<file path="config.mk">
export PLATFORM = sky130hd
export DESIGN_NAME = alu_share_sched_flat
export DESIGN_NICKNAME = d
export VERILOG_FILES = /design/src/rtl/alu_share_sched_if.sv /design/src/rtl/alu_share_sched.sv /design/src/flat_wrapper.sv
export SDC_FILE = /design/constraint.sdc
export NUM_CORES = 1
export LEC_CHECK = 0
export ABC_AREA = 1
export ABC_CLOCK_PERIOD_IN_PS = 6600
export CAP_MARGIN = 15
export CORE_UTILIZATION = 45
export CTS_CLUSTER_DIAMETER = 40
export DETAILED_ROUTE_END_ITERATION = 6
export GPL_ROUTABILITY_DRIVEN = 0
export GPL_TIMING_DRIVEN = 0
export PLACE_DENSITY = 0.79
export SLEW_MARGIN = 40
export SYNTH_ARGS = -nofsm -noshare
export SYNTH_HDL_FRONTEND = slang
export SYNTH_SLANG_ARGS = --single-unit
</file>
<file path="constraint.sdc">
create_clock -name clk -period 6.6 [get_ports clk]
set_input_delay 0.99 -clock clk [delete_from_list [all_inputs] [get_ports clk]]
set_output_delay 0.99 -clock clk [all_outputs]
set_load 0.02 [all_outputs]
</file>
<file path="src/rtl/alu_share_sched_if.sv">
// Request/grant and result bundle for the shared 4-bit ALU.
// With ALU_STATS_EN defined the bundle also carries the op and div-zero counters.
interface alu_share_sched_if #(
    parameter int BITS = 4,
    parameter int NREQ = 4,
    parameter int IDW  = 2
);
    logic [NREQ-1:0]      req;
    logic [2*NREQ-1:0]    op;
    logic [BITS*NREQ-1:0] a;
    logic [BITS*NREQ-1:0] b;
    logic [NREQ-1:0]      gnt;
    logic                 busy;
    logic                 res_valid;
    logic [IDW-1:0]       res_id;
    logic [2*BITS-1:0]    res;
    logic                 div_zero;
`ifdef ALU_STATS_EN
    logic [15:0]          op_count;
    logic [7:0]           div_zero_count;

    modport master (
        output req, op, a, b,
        input  gnt, busy, res_valid, res_id, res, div_zero,
        input  op_count, div_zero_count
    );
    modport slave (
        input  req, op, a, b,
        output gnt, busy, res_valid, res_id, res, div_zero,
        output op_count, div_zero_count
    );
`else
    modport master (
        output req, op, a, b,
        input  gnt, busy, res_valid, res_id, res, div_zero
    );
    modport slave (
        input  req, op, a, b,
        output gnt, busy, res_valid, res_id, res, div_zero
    );
`endif
endinterface

</file>
<file path="src/rtl/alu_share_sched.sv">
// Round-robin time-shared ALU: add/sub, ordered pair, multiply, iterative divide.
// Optional ALU_STATS_EN adds saturating op_count and div_zero_count outputs.
module alu_share_sched #(
    parameter int BITS = 4,
    parameter int NREQ = 4,
    parameter int IDW  = 2
) (
    input logic               clk,
    input logic               rst,
    alu_share_sched_if.slave  bus
);
    localparam int RW = 2 * BITS;
    localparam int CW = (BITS > 1) ? $clog2(BITS) : 1;

    typedef enum logic [1:0] {IDLE, EXEC, DIV, DONE} state_t;

    state_t         state_q, state_d;
    logic [IDW-1:0] ptr_q, ptr_d;
    logic [IDW-1:0] id_q, id_d;
    logic [1:0]     op_q, op_d;
    logic [BITS-1:0] a_q, a_d;
    logic [BITS-1:0] b_q, b_d;
    logic [BITS-1:0] rem_q, rem_d;
    logic [BITS-1:0] quo_q, quo_d;
    logic [CW-1:0]  cnt_q, cnt_d;
    logic [RW-1:0]  res_q, res_d;
    logic [IDW-1:0] rid_q, rid_d;
    logic           dz_q, dz_d;

    logic [IDW-1:0] idx;
    logic [IDW-1:0] win;
    logic           found;
    logic [NREQ-1:0] gnt;
    logic [RW-1:0]  alu_res;
    logic [BITS:0]  trial;
    logic           ge;
    logic [BITS-1:0] rem_nx;

    // First set request at or after ptr, wrapping modulo NREQ
    always_comb begin
        found = 1'b0;
        win   = '0;
        idx   = '0;
        for (int i = 0; i < NREQ; i++) begin
            idx = IDW'((int'(ptr_q) + i) % NREQ);
            if (!found && bus.req[idx]) begin
                found = 1'b1;
                win   = idx;
            end
        end
    end

    always_comb begin
        unique case (op_q)
            2'd0: alu_res = {BITS'(a_q + b_q), BITS'(a_q - b_q)};
            2'd1: alu_res = (a_q > b_q) ? {b_q, a_q} : {a_q, b_q};
            2'd2: alu_res = RW'(a_q) * RW'(b_q);
            default: alu_res = '0;
        endcase
    end

    // Trial is one bit wider than the remainder so the compare never wraps
    always_comb begin
        trial  = {rem_q, quo_q[BITS-1]};
        ge     = (trial >= {1'b0, b_q});
        rem_nx = ge ? BITS'(trial - {1'b0, b_q}) : trial[BITS-1:0];
    end

    always_comb begin
        state_d = state_q;
        ptr_d   = ptr_q;
        id_d    = id_q;
        op_d    = op_q;
        a_d     = a_q;
        b_d     = b_q;
        rem_d   = rem_q;
        quo_d   = quo_q;
        cnt_d   = cnt_q;
        res_d   = res_q;
        rid_d   = rid_q;
        dz_d    = dz_q;
        gnt     = '0;
        unique case (state_q)
            IDLE: begin
                if (found) begin
                    gnt     = NREQ'(1) << win;
                    op_d    = bus.op[2*win +: 2];
                    a_d     = bus.a[BITS*win +: BITS];
                    b_d     = bus.b[BITS*win +: BITS];
                    id_d    = win;
                    ptr_d   = (win == IDW'(NREQ - 1)) ? '0 : win + 1'b1;
                    state_d = EXEC;
                end
            end
            EXEC: begin
                if (op_q == 2'd3) begin
                    rem_d   = '0;
                    quo_d   = a_q;
                    cnt_d   = CW'(BITS - 1);
                    state_d = DIV;
                end else begin
                    res_d   = alu_res;
                    rid_d   = id_q;
                    dz_d    = 1'b0;
                    state_d = DONE;
                end
            end
            DIV: begin
                rem_d = rem_nx;
                quo_d = {quo_q[BITS-2:0], ge};
                cnt_d = cnt_q - 1'b1;
                if (cnt_q == '0) begin
                    res_d   = {quo_q[BITS-2:0], ge, rem_nx};
                    rid_d   = id_q;
                    dz_d    = (b_q == '0);
                    state_d = DONE;
                end
            end
            DONE: begin
                state_d = IDLE;
            end
        endcase
    end

    always_ff @(posedge clk or posedge rst) begin
        if (rst) begin
            state_q <= IDLE;
            ptr_q   <= '0;
            id_q    <= '0;
            op_q    <= '0;
            a_q     <= '0;
            b_q     <= '0;
            rem_q   <= '0;
            quo_q   <= '0;
            cnt_q   <= '0;
            res_q   <= '0;
            rid_q   <= '0;
            dz_q    <= 1'b0;
        end else begin
            state_q <= state_d;
            ptr_q   <= ptr_d;
            id_q    <= id_d;
            op_q    <= op_d;
            a_q     <= a_d;
            b_q     <= b_d;
            rem_q   <= rem_d;
            quo_q   <= quo_d;
            cnt_q   <= cnt_d;
            res_q   <= res_d;
            rid_q   <= rid_d;
            dz_q    <= dz_d;
        end
    end

    // Grant is combinational on req, so hold it off while reset is asserted
    assign bus.gnt       = rst ? '0 : gnt;
    assign bus.busy      = !rst && ((state_q != IDLE) || (gnt != '0));
    assign bus.res_valid = (state_q == DONE);
    assign bus.res_id    = rid_q;
    assign bus.res       = res_q;
    assign bus.div_zero  = dz_q;

`ifdef ALU_STATS_EN
    logic [15:0] opc_q, opc_d;
    logic [7:0]  dzc_q, dzc_d;

    always_comb begin
        opc_d = opc_q;
        dzc_d = dzc_q;
        if (state_q == DONE) begin
            if (opc_q != 16'hFFFF) opc_d = opc_q + 1'b1;
            if (dz_q && dzc_q != 8'hFF) dzc_d = dzc_q + 1'b1;
        end
    end

    always_ff @(posedge clk or posedge rst) begin
        if (rst) begin
            opc_q <= '0;
            dzc_q <= '0;
        end else begin
            opc_q <= opc_d;
            dzc_q <= dzc_d;
        end
    end

    assign bus.op_count       = opc_q;
    assign bus.div_zero_count = dzc_q;
`endif
endmodule

</file>
<file path="src/flat_wrapper.sv">
// flat-port wrapper written by rule: the top's interface ports become plain ports
module alu_share_sched_flat 
#(
    parameter int BITS = 4,
    parameter int NREQ = 4,
    parameter int IDW  = 2
)
  (clk, rst, bus_req, bus_op, bus_a, bus_b, bus_gnt, bus_busy, bus_res_valid, bus_res_id, bus_res, bus_div_zero);
  alu_share_sched_if #(.BITS(BITS), .NREQ(NREQ), .IDW(IDW)) bus_i ();
  input logic clk;
  input logic rst;
  input wire logic [$bits(bus_i.req)-1:0] bus_req;
  input wire logic [$bits(bus_i.op)-1:0] bus_op;
  input wire logic [$bits(bus_i.a)-1:0] bus_a;
  input wire logic [$bits(bus_i.b)-1:0] bus_b;
  output wire logic [$bits(bus_i.gnt)-1:0] bus_gnt;
  output wire logic [$bits(bus_i.busy)-1:0] bus_busy;
  output wire logic [$bits(bus_i.res_valid)-1:0] bus_res_valid;
  output wire logic [$bits(bus_i.res_id)-1:0] bus_res_id;
  output wire logic [$bits(bus_i.res)-1:0] bus_res;
  output wire logic [$bits(bus_i.div_zero)-1:0] bus_div_zero;
  assign bus_i.req = bus_req;
  assign bus_i.op = bus_op;
  assign bus_i.a = bus_a;
  assign bus_i.b = bus_b;
  assign bus_gnt = bus_i.gnt;
  assign bus_busy = bus_i.busy;
  assign bus_res_valid = bus_i.res_valid;
  assign bus_res_id = bus_i.res_id;
  assign bus_res = bus_i.res;
  assign bus_div_zero = bus_i.div_zero;
  alu_share_sched #(.BITS(BITS), .NREQ(NREQ), .IDW(IDW)) u_core (.clk(clk), .rst(rst), .bus(bus_i));
endmodule
</file>
### Yosys cells after proc, flatten, opt, wreduce, memory -nomap -nowiden

Cells that the tools add are included.

* add/subtract/negate cells: 8
* $mul: 1
* divide/modulo/power cells: 0
* $lt $le $gt $ge: 6
* eq/ne operators: 11
* shifts and indexed selects: 4
* multiplexer cells: 42
* bitwise operators: 0
* reductions and logical operators: 20

Operators with widths (count)
* variable part select 16 x 5 -> 4 bit: 2
* 2-to-1 mux 4 bit: 6
* 2-to-1 mux 8 bit: 3
* case mux 8 bit (3 select lines): 1
* 2-to-1 mux 2 bit: 10
* case mux 4 bit (2 select lines): 2
* case mux 8 bit (2 select lines): 1
* < comparator 2 x 3 -> 1 bit (second input constant): 4
* 2-to-1 mux 1 bit: 11
* equality test 2 bit (second input constant): 5
* binary-select mux 1 bit (select 2 bit): 4
* multiplier 4 x 4 -> 8 bit: 1
* case mux 2 bit (2 select lines): 2
* case mux 2 bit (4 select lines): 1
* variable part select 8 x 4 -> 2 bit: 1
* subtractor 4 bit: 2
* zero test 2 bit: 3
* inequality test 2 x 1 -> 1 bit (second input constant): 3
* AND reduction 2 bit: 3
* >= comparator 5 x 4 -> 1 bit: 1
* adder 2 x 1 -> 2 bit (second input constant): 2
* adder 2 bit (second input constant): 2
* adder 4 bit: 1
* equality test 2 x 1 -> 1 bit (second input constant): 2
* other kinds (12): 19

* flip-flop bits (word level): 37
* latch bits: 0
* RAM bits: 0
* memory bits (read-only): 0
* bits of input ports: 46
* output and inout bits: 17
* word-level logic and storage cells: 104
* memories kept: 0

### Logic depth before layout (Yosys ltp)

* depth in word-level cells: 18
* depth in mapped cells: 15
* mapped depth without buffers: 15

### Worst setup path before layout

Ideal clock, no wire load.

* kind: input to output
* start point: in bus_req[3]
* end point: out bus_busy
* arrival time: 2.553 ns
* required time: 5.610 ns
* path slack: 3.057 ns
* stages: 13
* path buffers: 1
* path through: inv_1 > nand2_1 > nand3_2 > nand2_2 > nor2_1 > nor2_1 > nand2_4 > nand2_4 > inv_2 > buf_6 > ha_1 > o31ai_1 > a31oi_1

* longest elaborated chain between the ends: 18
* elaborated cells on any way between the ends: 28
* classes of those cells: shift: 1; mux: 18; reduce/logical: 9

RTL lines
* from (decl): line flat_wrapper.sv:12 `input wire logic [$bits(bus_i.req)-1:0] bus_req;`
* binary-select mux 1 bit (select 2 bit): line alu_share_sched.sv:46 `if (!found && bus.req[idx]) begin`
* 2-to-1 mux 1 bit (implied by the code): line alu_share_sched.sv:46
* 2-to-1 mux 1 bit: line alu_share_sched.sv:46
* zero test 1 bit: line alu_share_sched.sv:46
* logical AND 1 bit: line alu_share_sched.sv:46
* 2-to-1 mux 1 bit: line alu_share_sched.sv:46
* zero test 1 bit: line alu_share_sched.sv:46
* logical AND 1 bit: line alu_share_sched.sv:46
* (+3 left out)
* 2-to-1 mux 2 bit (*): line alu_share_sched.sv:46
* net u_core.win[0]: line alu_share_sched.sv:31 `logic [IDW-1:0] win;`
* << shifter 1 x 2 -> 4 bit (*): line alu_share_sched.sv:86 `gnt = NREQ'(1) << win;`
* 2-to-1 mux 4 bit (*): line alu_share_sched.sv:85 `if (found) begin`
* 2-to-1 mux 4 bit (*): line alu_share_sched.sv:83 `unique case (state_q)`
* nonzero test 4 bit (*): line alu_share_sched.sv:157 `assign bus.busy = !rst && ((state_q != IDLE) || (gnt != '0));`
* logical OR 1 bit (*): line alu_share_sched.sv:157
* logical AND 1 bit (*): line alu_share_sched.sv:157
* to (decl): line flat_wrapper.sv:17 `output wire logic [$bits(bus_i.busy)-1:0] bus_busy;`

Mark *: on every way through the listed nets, which the timed path passes. The rest lies on a longest branch. The select of a mux whose other input is x is not followed.

### Worst setup path after layout

* start point: in bus_req[1]
* end point: out bus_busy

The elaborated chain is that of the path after synthesis.

==> metrics.md <==
| Metric | Value |
|---|---|
| Critical path class | input pin to output pin |
| GRT Total Usage | 0.215 |
| Worst Max-Slew Pin Slew | 772 ps |
| Fmax | 215 MHz |
| Vias in the first global route | 3416 |
| Maxcap violations | 0 |
| Data arrival, critical path | 3660 ps |
| Multiplexer share of the synthesized area | 0 |
| Via density | 5.05 |
| Hold WS | 480 ps |
| DRT iter0 DRCs | 233 |
| Fillers | 718 |
| Largest family of logic cells by synthesized area | simple AND/OR/NAND/NOR gates |
| Antenna diode count | 0 |
| Synthesized cell area | 0.00359 mm2 |
| Total leakage power | 0.00238 uW |
| # DRC | 0 |
| Max Slew Vio Count | 0 |
| Synth-to-Final Area Change | 23.4% |
| TNS Setup | 0 ps |
| Synthesized flop and latch total | 37 |
| Port Buffers | 62 |
| Htree depth | 2 |
| DRT Wirelength | 8520 um |
| CTS-repair resized insts | 0 |
| RSZ-0062 raised after global routing | false |
| Clk sinks | 37 |
| Critical Path RT | 5610 ps |
| Outcome | finished clean |
| # Post-CTS Setup Buffers | 0 |
| R2R Path End | u_core.bus.res[6] |
| Initial antenna violation count | 0 |
| Worst-case clock buffer depth | 2 |
| CP max FO | 11 |
| Rows | 32 |
| Mean Syn Cell Area | 6.80 um2 |
| Hpwl dp | 6840 um |
| DR vias | 3538 |
| Largest net degree at the start of global routing | 38 |
| TritonCTS buffer count | 5 |
| WL/cell | 12.2 um |
| Critical Path End Type | output pin |
| Cell variety after synth | 43 |
| Max_slew headroom | 0.482 |
| Fin. Hold Viols | 0 |
| Chip height | 91.3 um |
| Synth Area in Simple Gates | 0.352 |
| Reg2reg setup slack | 3170 ps |
| Yosys Warn Count | 0 |
| Endpoints failing setup | 0 |
| FF-to-FF Start | u_core.a_q[1] |
| Tcrit/Tclk final | 0.704 |
| Die ar. | 0.00834 mm2 |
| Finished Cell Area | 0.00443 mm2 |
| Final Util | 0.573 |
| Synth Area in Adders | 0.158 |
| Total core area | 0.00773 mm2 |
| Worst-path clk slew | 80 ps |
| Ports | 63 |
| Hold buffers post-CTS | 0 |
| Post-synthesis sequential area ratio | 0.258 |
| First-pass GRT wire length | 14800 um |
| Remaining global-route overflow | 0 |
| Hold EP | u_core.bus.res_id[0] |
| Nets | 684 |
| CTS tree | done |
| Synth Area in XOR/XNOR | 0.00488 |
| Startpoint Class | input pin |
| Synth Flop Type | dfrtp_1 |
| Most common cell after layout, fill and taps aside | nand2_1 |
| Number of synthesized flops with an enable pin | 0 |
| Cells after Synth | 528 |
| Most frequent cells in the layout | nand2_1, inv_1, clkdlybuf4s50_1, nand3_1, dfrtp_1 |
| Cell Area, Placed | 0.00434 mm2 |
| Cells on worst reg2reg path | 13 |
| Hold depth | 2 |
| Fin Clk Skew | 8.64 ps |
| TritonRoute pass-1 iters | 5 |
| Min-delay src | u_core.bus.res_id[0] |
| Post-synthesis compound-gate area fraction | 0.116 |
| Share of synthesized registers carrying an async set or reset | 1.00 |
| Routed Antenna Nets | 0 |
| Hold crit path type | flip-flop to flip-flop |
| Synth Net Count | 615 |
| Die Wd | 91.3 um |
| Skew-Pair Late Insertion Delay | 300 ps |
| Pwr dens | 582 mW/mm2 |
| Maximum vdd drop | 0.246 mV |
| Period minus WS final | 4650 ps |
| Share of layout cells above drive strength 1 | 0.0836 |
| Initial Util | 0.465 |
| Clock Root Buffer | clkbuf_8 |
## sequential cells by signal, indices dropped and copies added (netlist names), 4 cells and up
| signal | flops |
|---|---|
| u_core.b_q | 4 |
| u_core.a_q | 4 |
| u_core.bus.res | 8 |
| u_core.rem_q | 4 |
| u_core.quo_q | 4 |
## worst max-delay path: stages
cell and delay (ps):
clkdlybuf4s50_1 480, inv_1 60, nand2_1 80, nand3_2 110, nand2_2 150, nor2_1 60, nor2_1 160, nand2_4 110
nand2_4 120, inv_2 50, buf_6 130, ha_1 230, o31ai_1 240, a31oi_1 100, clkdlybuf4s50_1 570
## cell families (layout without fill, tap and decap cells)
| family | after synthesis | count (layout) |
|---|---|---|
| AOI/OAI and AO/OA | 74 | 74 |
| and+or+nand+nor | 277 | 277 |
| buffers and inverters | 97 | 167 |
| adders and majority gates | 41 | 41 |
| xor gates and xnor gates | 2 | 2 |
| DFF | 37 | 37 |
## cells in the mapped netlist, types with 5 or more instances
master   instances  area share
nand2_1        169        0.18
inv_1           80       0.084
nand3_1         38       0.053
dfrtp_1         37        0.26
ha_1            34        0.12
nor2_1          34       0.036
o21ai_0         31       0.043
a21oi_1         23       0.032
fa_1             7       0.039
nand2_4          6       0.019
inv_2            5      0.0052
nand2_2          5      0.0087
or2_2            5      0.0087
## power breakdown
group          switching [uW]  internal (uW)
logic                    1200            733
registers                 139            344
clock network            89.1           74.9
## worst max path at each step
stage	cells past startpoint	to	slack [ps]	from
final	15	bus_busy	1950	bus_req[1]
after global routing	15	bus_busy	1720	bus_req[1]
after CTS	15	bus_busy	1940	bus_req[1]
after detailed placement	15	bus_busy	1940	bus_req[1]
after global placement	15	bus_busy	2000	bus_req[1]
after floorplan	13	bus_busy	3060	bus_req[3]
## final cells by class
type / count / area, um2 / area share
tap: 102 / 128 / 0.0288
multi-input combinational: 394 / 2260 / 0.511
buffer: 11 / 77.6 / 0.0175
timing repair buffer: 62 / 621 / 0.140
inverter: 86 / 324 / 0.0732
clock inverter: 3 / 21.3 / 0.00480
clock buffer: 5 / 68.8 / 0.0155
sequential: 37 / 926 / 0.209
## metrics by stage
step | instances | power [uW] | worst slack, ps
3_3_place_gp | 692 | 2320 | 2000
2_1_floorplan | 528 | 1900 | 3060
3_5_place_dp | 692 | 2390 | 1940
5_1_grt | 700 | 2860 | 1720
6_report | 700 | 2580 | 1950
4_1_cts | 700 | 2570 | 1940
## routing by layer
metal	routed length (um)	up-vias	GRT usage
met5	0	-	0
met4	145	0	0.0767
met3	530	15	0.0260
met2	4140	148	0.382
met1	3710	1569	0.266
li1	-	1806	-
No activity file was read; power rests on OpenSTA's default activity.
